===== config.mk =====
export PLATFORM = sky130hd
export DESIGN_NAME = slow_clock_monitor
export DESIGN_NICKNAME = d
export VERILOG_FILES = /design/src/rtl/slow_clock_monitor.sv
export SDC_FILE = /design/constraint.sdc
export NUM_CORES = 1
export LEC_CHECK = 0
export ABC_AREA = 1
export BUFFER_PORTS_ARGS = -buffer_cell sky130_fd_sc_hd__buf_2
export CAP_MARGIN = 0
export CORE_MARGIN = 4
export CORE_UTILIZATION = 60
export CTS_BUF_LIST = sky130_fd_sc_hd__clkbuf_4
export DETAILED_ROUTE_END_ITERATION = 6
export PLACE_DENSITY = 0.8
export SYNTH_ARGS = -nofsm -noshare
export SYNTH_HDL_FRONTEND = slang
export SYNTH_SLANG_ARGS = --single-unit

===== constraint.sdc =====
create_clock -name clkin -period 2.74 [get_ports clkin]
set_input_delay 0.137 -clock clkin [delete_from_list [all_inputs] [get_ports clkin]]
set_output_delay 0.137 -clock clkin [all_outputs]
set_load 0.005 [all_outputs]

===== src/rtl/slow_clock_monitor.sv =====
// slow_clock_monitor
// Brings the divider's slow clock into the clkin domain. It produces one-cycle
// rise/fall tick enables, measures every half period, and tracks lock/stall.

module slow_clock_monitor #(
    parameter int unsigned OFFSET       = 1,
    parameter int unsigned TOL          = 0,
    parameter int unsigned STALL_CYCLES = 64
) (
    input  logic        clkin,
    input  logic        rst_n,
    input  logic        slow_clk,
    output logic        tick_rise,
    output logic        tick_fall,
    output logic [31:0] half_period,
    output logic        locked,
    output logic        stalled,
    output logic [7:0]  err_count
);

    typedef enum logic [1:0] {
        ACQUIRE = 2'd0,
        MEASURE = 2'd1,
        LOCKED  = 2'd2,
        STALLED = 2'd3
    } monState_e;

    localparam logic [31:0]        CNT_MAX      = 32'hFFFF_FFFF;
    localparam logic [31:0]        STALL_LIMIT  = 32'(STALL_CYCLES);
    localparam logic signed [32:0] OFFSET_S     = 33'(OFFSET);
    localparam logic signed [32:0] TOL_S        = 33'(TOL);
    localparam logic [7:0]         ERR_MAX      = 8'hFF;

    logic        sync1_q;
    logic        sync2_q;
    logic        sync3_q;
    logic        tickRise_q;
    logic        tickFall_q;
    logic [31:0] cnt_q;
    logic [31:0] cnt_d;
    logic [31:0] halfPeriod_q;
    logic [31:0] halfPeriod_d;
    logic [7:0]  errCount_q;
    logic [7:0]  errCount_d;
    monState_e   state_q;
    monState_e   state_d;

    logic               slowEdge;
    logic               slowRise;
    logic               slowFall;
    logic               stallHit;
    logic signed [32:0] diffS;
    logic signed [32:0] absDiff;
    logic               inTol;

    // Edge detection looks at the two older synchroniser stages only
    assign slowEdge = sync2_q ^ sync3_q;
    assign slowRise = sync2_q & ~sync3_q;
    assign slowFall = ~sync2_q & sync3_q;

    // Stall means a long quiet interval; a simultaneous edge takes priority
    assign stallHit = ~slowEdge && (cnt_q >= STALL_LIMIT);

    // Distance of the measured interval from the expected one, widened so it never wraps
    assign diffS   = $signed({1'b0, cnt_q}) - OFFSET_S;
    assign absDiff = diffS[32] ? -diffS : diffS;
    assign inTol   = (absDiff <= TOL_S);

    // Three-flop synchroniser for the asynchronous slow clock
    always_ff @(posedge clkin) begin
        if (!rst_n) begin
            sync1_q <= 1'b0;
            sync2_q <= 1'b0;
            sync3_q <= 1'b0;
        end else begin
            sync1_q <= slow_clk;
            sync2_q <= sync1_q;
            sync3_q <= sync2_q;
        end
    end

    // Registered tick enables, emitted in every state
    always_ff @(posedge clkin) begin
        if (!rst_n) begin
            tickRise_q <= 1'b0;
            tickFall_q <= 1'b0;
        end else begin
            tickRise_q <= slowRise;
            tickFall_q <= slowFall;
        end
    end

    // Interval counter: restarts at one on each edge, otherwise counts up and saturates
    always_comb begin
        cnt_d = cnt_q;
        if (slowEdge) begin
            cnt_d = 32'd1;
        end else if (cnt_q != CNT_MAX) begin
            cnt_d = cnt_q + 32'd1;
        end
    end

    // Counter register
    always_ff @(posedge clkin) begin
        if (!rst_n) begin
            cnt_q <= 32'd0;
        end else begin
            cnt_q <= cnt_d;
        end
    end

    // Lock FSM next state, half-period capture and error counting
    always_comb begin
        state_d      = state_q;
        halfPeriod_d = halfPeriod_q;
        errCount_d   = errCount_q;
        unique case (state_q)
            ACQUIRE: begin
                if (slowEdge) begin
                    state_d = MEASURE;
                end else if (stallHit) begin
                    state_d = STALLED;
                end
            end
            MEASURE: begin
                if (slowEdge) begin
                    halfPeriod_d = cnt_q;
                    if (inTol) begin
                        state_d = LOCKED;
                    end
                end else if (stallHit) begin
                    state_d = STALLED;
                end
            end
            LOCKED: begin
                if (slowEdge) begin
                    halfPeriod_d = cnt_q;
                    if (!inTol) begin
                        state_d = MEASURE;
                        if (errCount_q != ERR_MAX) begin
                            errCount_d = errCount_q + 8'd1;
                        end
                    end
                end else if (stallHit) begin
                    state_d = STALLED;
                end
            end
            STALLED: begin
                if (slowEdge) begin
                    state_d = MEASURE;
                end
            end
            default: begin
                state_d = ACQUIRE;
            end
        endcase
    end

    // FSM state, captured half period and error count registers
    always_ff @(posedge clkin) begin
        if (!rst_n) begin
            state_q      <= ACQUIRE;
            halfPeriod_q <= 32'd0;
            errCount_q   <= 8'd0;
        end else begin
            state_q      <= state_d;
            halfPeriod_q <= halfPeriod_d;
            errCount_q   <= errCount_d;
        end
    end

    assign tick_rise   = tickRise_q;
    assign tick_fall   = tickFall_q;
    assign half_period = halfPeriod_q;
    assign err_count   = errCount_q;
    assign locked      = (state_q == LOCKED);
    assign stalled     = (state_q == STALLED);

endmodule

## After elaboration in Yosys (flattened, before gate mapping)

Cells that the tools add are included.

- Register bits: 79
- Output and inout bits: 44
- Logic and storage cells: 51

- Add/subtract/negate cells: 4
- Magnitude comparators: 2
- Equality and inequality tests: 8
- Muxes and demuxes: 11
- Bitwise gates (word level): 8
- Reductions and logical operators: 8

Operator list:

| kind | number |
|---|---|
| less-or-equal comparator 33 x 1 -> 1 bit, second input constant | 1 |
| two-way mux 33 bit | 1 |
| negator 33 bit | 1 |
| subtractor 32 x 1 -> 33 bit, second input constant | 1 |
| adder 32 x 1 -> 32 bit, second input constant | 1 |
| >= comparator 32 x 7 -> 1 bit, second input constant | 1 |
| inequality test 32 bit, second input constant | 1 |
| two-way mux 2 bit | 7 |
| adder 8 x 1 -> 8 bit, second input constant | 1 |
| inequality test 8 bit, second input constant | 1 |
| one-hot mux 2 bit (4 select lines) | 1 |
| inequality test 3 bit, second input constant | 2 |
| NOT 1 bit | 5 |
| equality test 2 bit, second input constant | 2 |
| AND reduction 4 bit | 1 |
| OR reduction 2 bit | 2 |
| AND reduction 3 bit | 1 |
| AND 1 bit | 2 |
| equality test 2 x 1 -> 1 bit, second input constant | 1 |
| zero test 2 bit | 1 |
| two-way mux 1 bit | 2 |
| inequality test 2 x 1 -> 1 bit, second input constant | 1 |
| AND reduction 2 bit | 1 |
| nonzero test 2 bit | 1 |
| other kinds (2) | 2 |

## Depth between registers and ports, before layout

Gate-level depths: netlist (run 1).

- Word-level depth: 7
- Depth in mapped cells: 21

## Least setup slack after synthesis (run 1)

OpenSTA, ideal clock, no wires.

- Path kind: register to register
- Start point: reg cnt_q[0]
- End point: reg errCount_q[0], in the netlist err_count[0]
- Arrival: 2.332 ns
- Setup slack: 0.291 ns
- Stages on the path, launching flop included: 20
- Clock period less this slack: 2.449 ns
- Cell sequence: dfxtp_1 > buf_2 > inv_2 > ha_1 > nand3_4 > nor2_8 > nand2_4 > clkinv_2 > nand2_4 > buf_6 > nand3_2 > nand2_1 > nor2_2 > nand3_2 > nor2_4 > nand3_4 > nand3_4 > buf_12 > xor2_2 > nor2_1

- Longest elaborated chain between the ends: 6

Ends and longest elaborated chain:

| item | RTL line | RTL |
|---|---|---|
| start: declaration | 39 | `logic [31:0] cnt_q;` |
| start signal: assignment | 108 | `cnt_q <= cnt_d;` |
| subtractor 32 x 1 -> 33 bit (*) | 65 | `assign diffS = $signed({1'b0, cnt_q}) - OFFSET_S;` |
| negator 33 bit | 66 | `assign absDiff = diffS[32] ? -diffS : diffS;` |
| two-way mux 33 bit (*) | 66 |  |
| less-or-equal comparator 33 x 1 -> 1 bit (*) | 67 | `assign inTol = (absDiff <= TOL_S);` |
| NOT 1 bit (no line) (*) | -- |  |
| AND reduction 4 bit (no line) (*) | -- |  |
| end signal: assignment | 168 | `errCount_q <= errCount_d;` |
| end: declaration | 43 | `logic [7:0] errCount_q;` |

Every way passes the cells marked *; elsewhere a longest branch is shown, timed or not.
A chain may end at the register's enable or synchronous reset.

## Worst setup path in the final report (run 1)

- Start point: reg cnt_q[0]
- End point: reg cnt_q[26]

- Longest elaborated chain between the ends: 1
- Elaborated cells between the ends (all ways): 2

Ends and longest elaborated chain:

| item | RTL line |
|---|---|
| adder 32 x 1 -> 32 bit / inequality test 32 bit (equally long branches) | 99, 98 |

Parallel ways exist; a longest one is shown, timed or not.

==> reports/metrics.yaml, run 1 <==
outcome:
  status: "complete, no violations"
worst_setup_path:
  worstSetupPathType: "register to register"
  required_ns: 3.11
  r2r_setup_slack_ns: 0.20
  startpoint: "cnt_q[0]"
  endpoint_kind: "register"
  crit_path_start_kind: "register"
  rr_worst_depth: 17
  r2r-end: "cnt_q[26]"
  cp-endpoint: "cnt_q[26]"
  arrival_ns: 2.91
  worstPathMaxFanout: 6
  worstReg2RegStart: "cnt_q[0]"
cells_and_area:
  area_delta_synth_final_pct: 12.6
  num_antenna_cells: 0
  layout-drive-gt1-share: 0.177
  fin_util: 0.694
  final_cells: 968
  fin_nets: 872
  final_cell_area_um2: 5700
route:
  drt-pass1-iter-count: 6
  drt_iter0_markers: 425
  wl_met2_um: 7090
  vias_per_cell: 5.61
  remaining_drc_errors: 0
  vias: 5434
  top_layer: "met4"
  drt-total-wl_um: 15200
  wl_met1_um: 6460
  drtAntennaViolNets: 0
  avgRoutedWirePerCell_um: 15.7
  met3WireLength_um: 1300
pwr:
  vdd_drop_max_mv: 0.218
  p_per_area_nw_per_um2: 440
  leakage_nw: 2.97
logic_synthesis:
  synth_area_um2: 5060
  yosys_warnings: 0
  yosys_register_bits: 79
  syn-num-nets: 810
  syn_inst: 796
  synth_cell_type_count: 38
  synth_area_per_cell_um2: 6.36
  seq_area_frac_synth: 0.312
clocking:
  numCtsBuffers: 9
  tritoncts: "built"
  clk_path_buf_depth: 2
  cts_sinks: 79
  clk_pin_slew_ns: 0.14
  clk-insertion-delay-late_ns: 0.44
  cts_htree_levels: 3
  clk_root_buffer_cell: "clkbuf_4"
global_routing:
  grt_pass1_vias: 5101
  grt-ovfl-total: 0
  grt_max_degree: 44
  grt_use_total: 0.306
  grt_pass1_wl_um: 24600
  antenna_found_initial: 0
timing:
  whs_ns: 0.209
  post-route-period-util: 0.927
  relSlewSlack: 0.585
  setup_viol: 0
  hold_violations: 0
  finalClockSkew_ns: 0.0153
  worstMarginPinSlew_ns: 0.621
  period_needed_ns: 2.54
  slew_violations: 0
  setup_slack_ns: 0.199
  max_freq_mhz: 394
floorplanning:
  fp.dieArea_um2: 9970
  fp.dieW_um: 99.9
  rows: 33
  coreArea_um2: 8220
  io_pins: 47
  die_h_um: 99.9
  start_util: 0.616
min_path:
  hold_class: "input pin to register"
placed_design:
  dp_slack_ns: 0.135
  place_area_um2: 5490
  post-place-cells: 947
  port_buffers: 46
  routabilityCongestion: 0.999
  dp_hpwl_um: 11800
flow_run:
  maxCapViolCount: 0
## worst min-delay path by stage
| stage | startpoint | endpoint | slack [ns] | depth (start not counted) |
|---|---|---|---|---|
| 2_1_floorplan | slow_clk | sync1_q | 0.23 | 2 |
| 3_3_place_gp | slow_clk | sync1_q | 0.32 | 3 |
| 3_5_place_dp | slow_clk | sync1_q | 0.33 | 3 |
| 4_1_cts | rst_n | tick_fall | 0.20 | 4 |
| 5_1_grt | rst_n | sync1_q | 0.24 | 4 |
| 6_report | rst_n | tick_fall | 0.21 | 4 |
## what timing repair did
| item | 4_1_cts | 5_1_grt |
|---|---|---|
| hold endpoints to repair | 1 | 0 |
| endpoints found under the setup margin | 0 | 17 |
| resized for setup | 0 | 8 |
| hold buffers | 1 | 0 |
| setup buffers | 0 | 3 |
## through the flow
stage / setup TNS [ns] / power [mW]
final: 0 / 2.51
after global routing: -0.0138 / 2.63
after CTS: 0 / 2.50
after detailed placement: 0 / 1.76
after global placement: 0 / 1.74
after floorplan: 0 / 1.62
## synth_stat cells
master | n | share of area
nand3b_1 | 1 | 0.0015
a2111oi_0 | 1 | 0.0017
a21oi_1 | 57 | 0.056
buf_2 | 6 | 0.0059
nand4_1 | 17 | 0.021
nand3_2 | 6 | 0.012
nor2_4 | 5 | 0.011
dfxtp_1 | 79 | 0.31
o21bai_1 | 1 | 0.0015
clkinv_2 | 1 | 0.00099
nand3_4 | 3 | 0.010
ha_1 | 11 | 0.027
a21oi_2 | 1 | 0.0017
nand2_4 | 2 | 0.0044
buf_1 | 2 | 0.0015
o21ai_0 | 65 | 0.064
inv_2 | 8 | 0.0059
nor3_2 | 1 | 0.0020
inv_1 | 96 | 0.071
xor2_1 | 19 | 0.033
nand2_1 | 202 | 0.15
nor4_1 | 5 | 0.0062
o21ai_2 | 2 | 0.0035
a31oi_1 | 3 | 0.0037
buf_6 | 3 | 0.0067
nor2_1 | 101 | 0.075
nand3_1 | 38 | 0.038
clkbuf_1 | 13 | 0.0096
nand4_2 | 1 | 0.0025
a21boi_0 | 1 | 0.0015
nand2_2 | 9 | 0.011
xor2_2 | 1 | 0.0032
nor2_8 | 1 | 0.0040
nor3_1 | 17 | 0.017
buf_12 | 1 | 0.0040
o21ai_1 | 2 | 0.0020
o21a_1 | 1 | 0.0015
nor2_2 | 13 | 0.016
## report_power, final
part	leakage, nW	internal [mW]	switching [mW]
clock	0.0788	0.291	0.461
combinational	2.25	0.199	0.345
sequential	0.640	1.19	0.0230
total	2.97	1.68	0.829
## metal layers
layer  track usage  vias to the layer above
li1              -                     2667
met3        0.0521                       44
met1         0.406                     2472
met4         0.111                        0
met5             0                        -
met2         0.502                      251
## cells in the final DEF, fill, tap and decap left out, types with 8 or more instances in the layout
cell and instances:
nand2_1 201, nor2_1 98, inv_1 96, dfxtp_1 77, o21ai_0 65, a21oi_1 57
buf_2 46, nand3_1 38, buf_4 27, xor2_1 19, nand4_1 17, nor3_1 17
nor2_2 14, nand2_2 10, ha_1 9, clkbuf_4 9, inv_2 8
## cell families (layout without fill, tap and decap cells)
group                    count (synthesis)  after routing  share of synthesized area
AND/OR/NAND/NOR                        422            423                      0.381
flip-flops                              79             79                      0.312
XOR/XNOR                                20             20                     0.0361
AO/OA/AOI/OAI                          134            134                      0.138
buffers and inverters                  130            196                      0.106
adder cells (fa/ha/maj)                 11             11                     0.0272
## critical path: stages, from the launching register on
cell and delay (ns):
dfxtp_2 0.39, ha_1 0.25, nand2_1 0.09, nor3_2 0.05
nand2_1 0.11, inv_2 0.06, nand3_1 0.08, nor2_1 0.08
nand3_2 0.14, inv_1 0.08, nor2_1 0.19, nand3_1 0.18
nor2_2 0.24, nand4_2 0.19, nor2_1 0.14, nand2_1 0.06
nand3_1 0.08, inv_1 0.04
## final cells by class
class                           count  area [µm²]
Clock buffer                        9        67.6
Clock inverter                      7        80.1
Fill cell                         727        2510
Inverter                          105         395
Multi-Input combinational cell    588        2980
Sequential cell                    79        1580
Tap cell                          105         131
Timing Repair Buffer               75         463
## flip-flops by register name, summed over array words and instances, names as in the netlist
signal,cells
half_period,32
cnt_q,32
sync3_q,1
tick_fall,1
tick_rise,1
err_count,8
sync1_q,1
state_q,2
sync2_q,1
Power figures use the tool's default switching activity.
==> inputs of run 2 (changes only) <==
--- a/config.mk
+++ b/config.mk
@@ -10,7 +10,9 @@
 export CAP_MARGIN = 0
+export CELL_PAD_IN_SITES_DETAIL_PLACEMENT = 0
+export CELL_PAD_IN_SITES_GLOBAL_PLACEMENT = 1
 export CORE_MARGIN = 4
-export CORE_UTILIZATION = 60
+export CORE_UTILIZATION = 44
 export CTS_BUF_LIST = sky130_fd_sc_hd__clkbuf_4
 export DETAILED_ROUTE_END_ITERATION = 6
-export PLACE_DENSITY = 0.8
+export PLACE_DENSITY_LB_ADDON = 0.1
 export SYNTH_ARGS = -nofsm -noshare
==> constraint.sdc (replaced) <==
create_clock -name clkin -period 2.74 [get_ports clkin]
set_input_delay 0 -clock clkin [delete_from_list [all_inputs] [get_ports clkin]]
set_output_delay 0 -clock clkin [all_outputs]
set_load 0.005 [all_outputs]
==> run 2 against run 1 <==
Compared with the run above:
- flip-flop and latch count unchanged
- count of clock-buffer cells in the layout unchanged
- first-iteration DRC count fell by 20%
- die area is 33% higher
- sequential share of layout area down 0.63 points
- sequential power barely moved
- register-to-register slack better by 0.07 ns
- clock skew up 0.0014 ns
- critical path depth is the same
- clock power grew 30%
- largest cell class unchanged
- highest routed layer unchanged
==> reports/metrics.yaml, run 2 (synthesis results as in run 1) <==
global_routing:
  grt_pass1_vias: 4873  # -4.5%
  grt_max_degree: 45  # +2.3%
  antenna_found_initial: 0  # unchanged
  grt_pass1_wl_um: 25300  # +3.2%
  grt-ovfl-total: 0  # unchanged
  grt_use_total: 0.247  # -0.0590
timing:
  relSlewSlack: 0.603  # +0.0177
  setup_viol: 0  # unchanged
  post-route-period-util: 0.901  # -0.0266
  period_needed_ns: 2.47  # -0.0729 ns
  slew_violations: 0  # unchanged
  hold_violations: 0  # unchanged
  finalClockSkew_ns: 0.0166  # +0.00136 ns
  tns_ns: 0  # unchanged
  worstMarginPinSlew_ns: 0.594  # -0.0265 ns
  whs_ns: 0.0457  # -0.163 ns
  max_freq_mhz: 405  # +3.0%
route:
  drt_iter0_markers: 340  # -20%
  avgRoutedWirePerCell_um: 15.6  # -0.62%
  vias_per_cell: 5.20  # -7.4%
  drt-pass1-iter-count: 6  # unchanged
  vias: 5209  # -4.1%
  remaining_drc_errors: 0  # unchanged
  drt-total-wl_um: 15700  # +2.9%
  drtAntennaViolNets: 0  # unchanged
cells_and_area:
  layout-drive-gt1-share: 0.177  # +0.000206
  final_cell_area_um2: 5830  # +2.3%
  fin_util: 0.529  # -0.165
  layout_common_cells: "201 x nand2_1, 98 x nor2_1, 94 x inv_1"
  num_antenna_cells: 0  # unchanged
  multi_input_area_um2: 3000  # +0.71%
  nFillCells: 1156  # +59%
  final_common_cell: "nand2_1"
  seqCellArea_um2: 1580  # unchanged
  area_delta_synth_final_pct: 15.2
  fin_nets: 872  # unchanged
flow_run:
  maxCapViolCount: 0  # unchanged
pwr:
  vdd_drop_max_mv: 0.315  # +45%
  p_per_area_nw_per_um2: 470  # +6.9%
  leakage_nw: 3.01  # +1.3%
clocking:
  numCtsBuffers: 9  # unchanged
  cts_htree_levels: 3  # unchanged
  clk_pin_slew_ns: 0.13  # about the same
  clk-insertion-delay-late_ns: 0.47  # +0.03 ns
  clk_root_buffer_cell: "clkbuf_4"
  clk_path_buf_depth: 2  # unchanged
  cts_sinks: 79  # unchanged
  tritoncts: "built"
floorplanning:
  fp.dieArea_um2: 13300  # +33%
  coreArea_um2: 11000  # +34%
  fp.dieW_um: 115  # +15%
  start_util: 0.459  # -0.157
  rows: 38  # +15%
  io_pins: 47  # unchanged
  die_h_um: 115  # +15%
worst_setup_path:
  worstPathMaxFanout: 8  # +2
  crit_path_start_kind: "register"
  worstSetupPathType: "register to register"
  required_ns: 3.15  # +0.04 ns
  endpoint_kind: "register"
  arrival_ns: 2.88  # -0.03 ns
placed_design:
  port_buffers: 46  # unchanged
  dp_hpwl_um: 12400  # +4.6%
  routabilityCongestion: 0.924  # -7.5%
  place_area_um2: 5530  # +0.66%
min_path:
  hold_class: "input pin to register"
outcome:
  status: "complete, no violations"
## run 2: cell count changes in the layout (fill, tap and decap cells not counted), moves of 2 or more
cell | previous run | this run
bufinv_16 | 1 | 4
inv_1 | 96 | 94
inv_2 | 8 | 10
inv_6 | 2 | 0
nor2_2 | 14 | 12
nor2_4 | 7 | 9
## run 2: final cells by class
cell class	count	area share
multi-input cells	588	0.515
well taps	140	0.0300
flip-flops and latches	79	0.271
clock buffers	9	0.0116
inverters	105	0.0678
clock inverters	6	0.0229
repair buffers	75	0.0815
## run 2: final timing paths
check | slack [ns] | startpoint | cells after the start | end
setup / recovery | 0.27 | cnt_q[6] | 17 | err_count[6]
hold / removal | 0.05 | rst_n | 4 | tick_fall
setup reg to reg | 0.27 | cnt_q[6] | 17 | err_count[6]
hold reg to reg | 0.43 | sync1_q | 2 | sync2_q
## run 2: stage by stage
stage / cells / power [mW] / setup WS, ns
finish: 1002 / 2.74 / 0.272
global route: 1002 / 2.90 / -0.00825
CTS: 997 / 2.74 / 0.0254
detailed placement: 981 / 1.76 / 0.0550
global placement: 981 / 1.75 / 0.118
floorplan: 796 / 1.62 / 0.291
## run 2: critical path: stages, from the launching register on
cell and delay, ns:
dfxtp_1 0.45, nor2_1 0.23, nand2_1 0.12, nor2_1 0.19, nand2_1 0.16, o21ai_0 0.18, nand2_1 0.08, nand2_1 0.06
nand2_1 0.05, nor2_1 0.13, nand2_1 0.10, nor2_4 0.12, nand3_4 0.13, nand3_4 0.14, nor2_1 0.06, nand2_1 0.06
nand2_1 0.05, nor2_1 0.10
## run 2: repair_timing
action	in CTS	in global routing
hold buffers	1	0
setup buffers	0	4
endpoints found under the hold margin	1	0
endpoints found under the setup margin	0	10
gates resized for setup	0	14
## run 2: where the power goes
part	total, mW	switching [mW]	internal, mW	leakage [nW]
sequential	1.21	0.0224	1.19	0.640
combinational	0.555	0.349	0.207	2.27
clock	0.975	0.427	0.548	0.106
total	2.74	0.798	1.94	3.01
## run 2: layer usage
layer	global-route usage	vias up	wire length, µm
met2	0.397	147	7120
met3	0.0305	30	787
li1	-	2664	-
met4	0.103	0	412
met1	0.335	2368	7360
met5	0	-	0
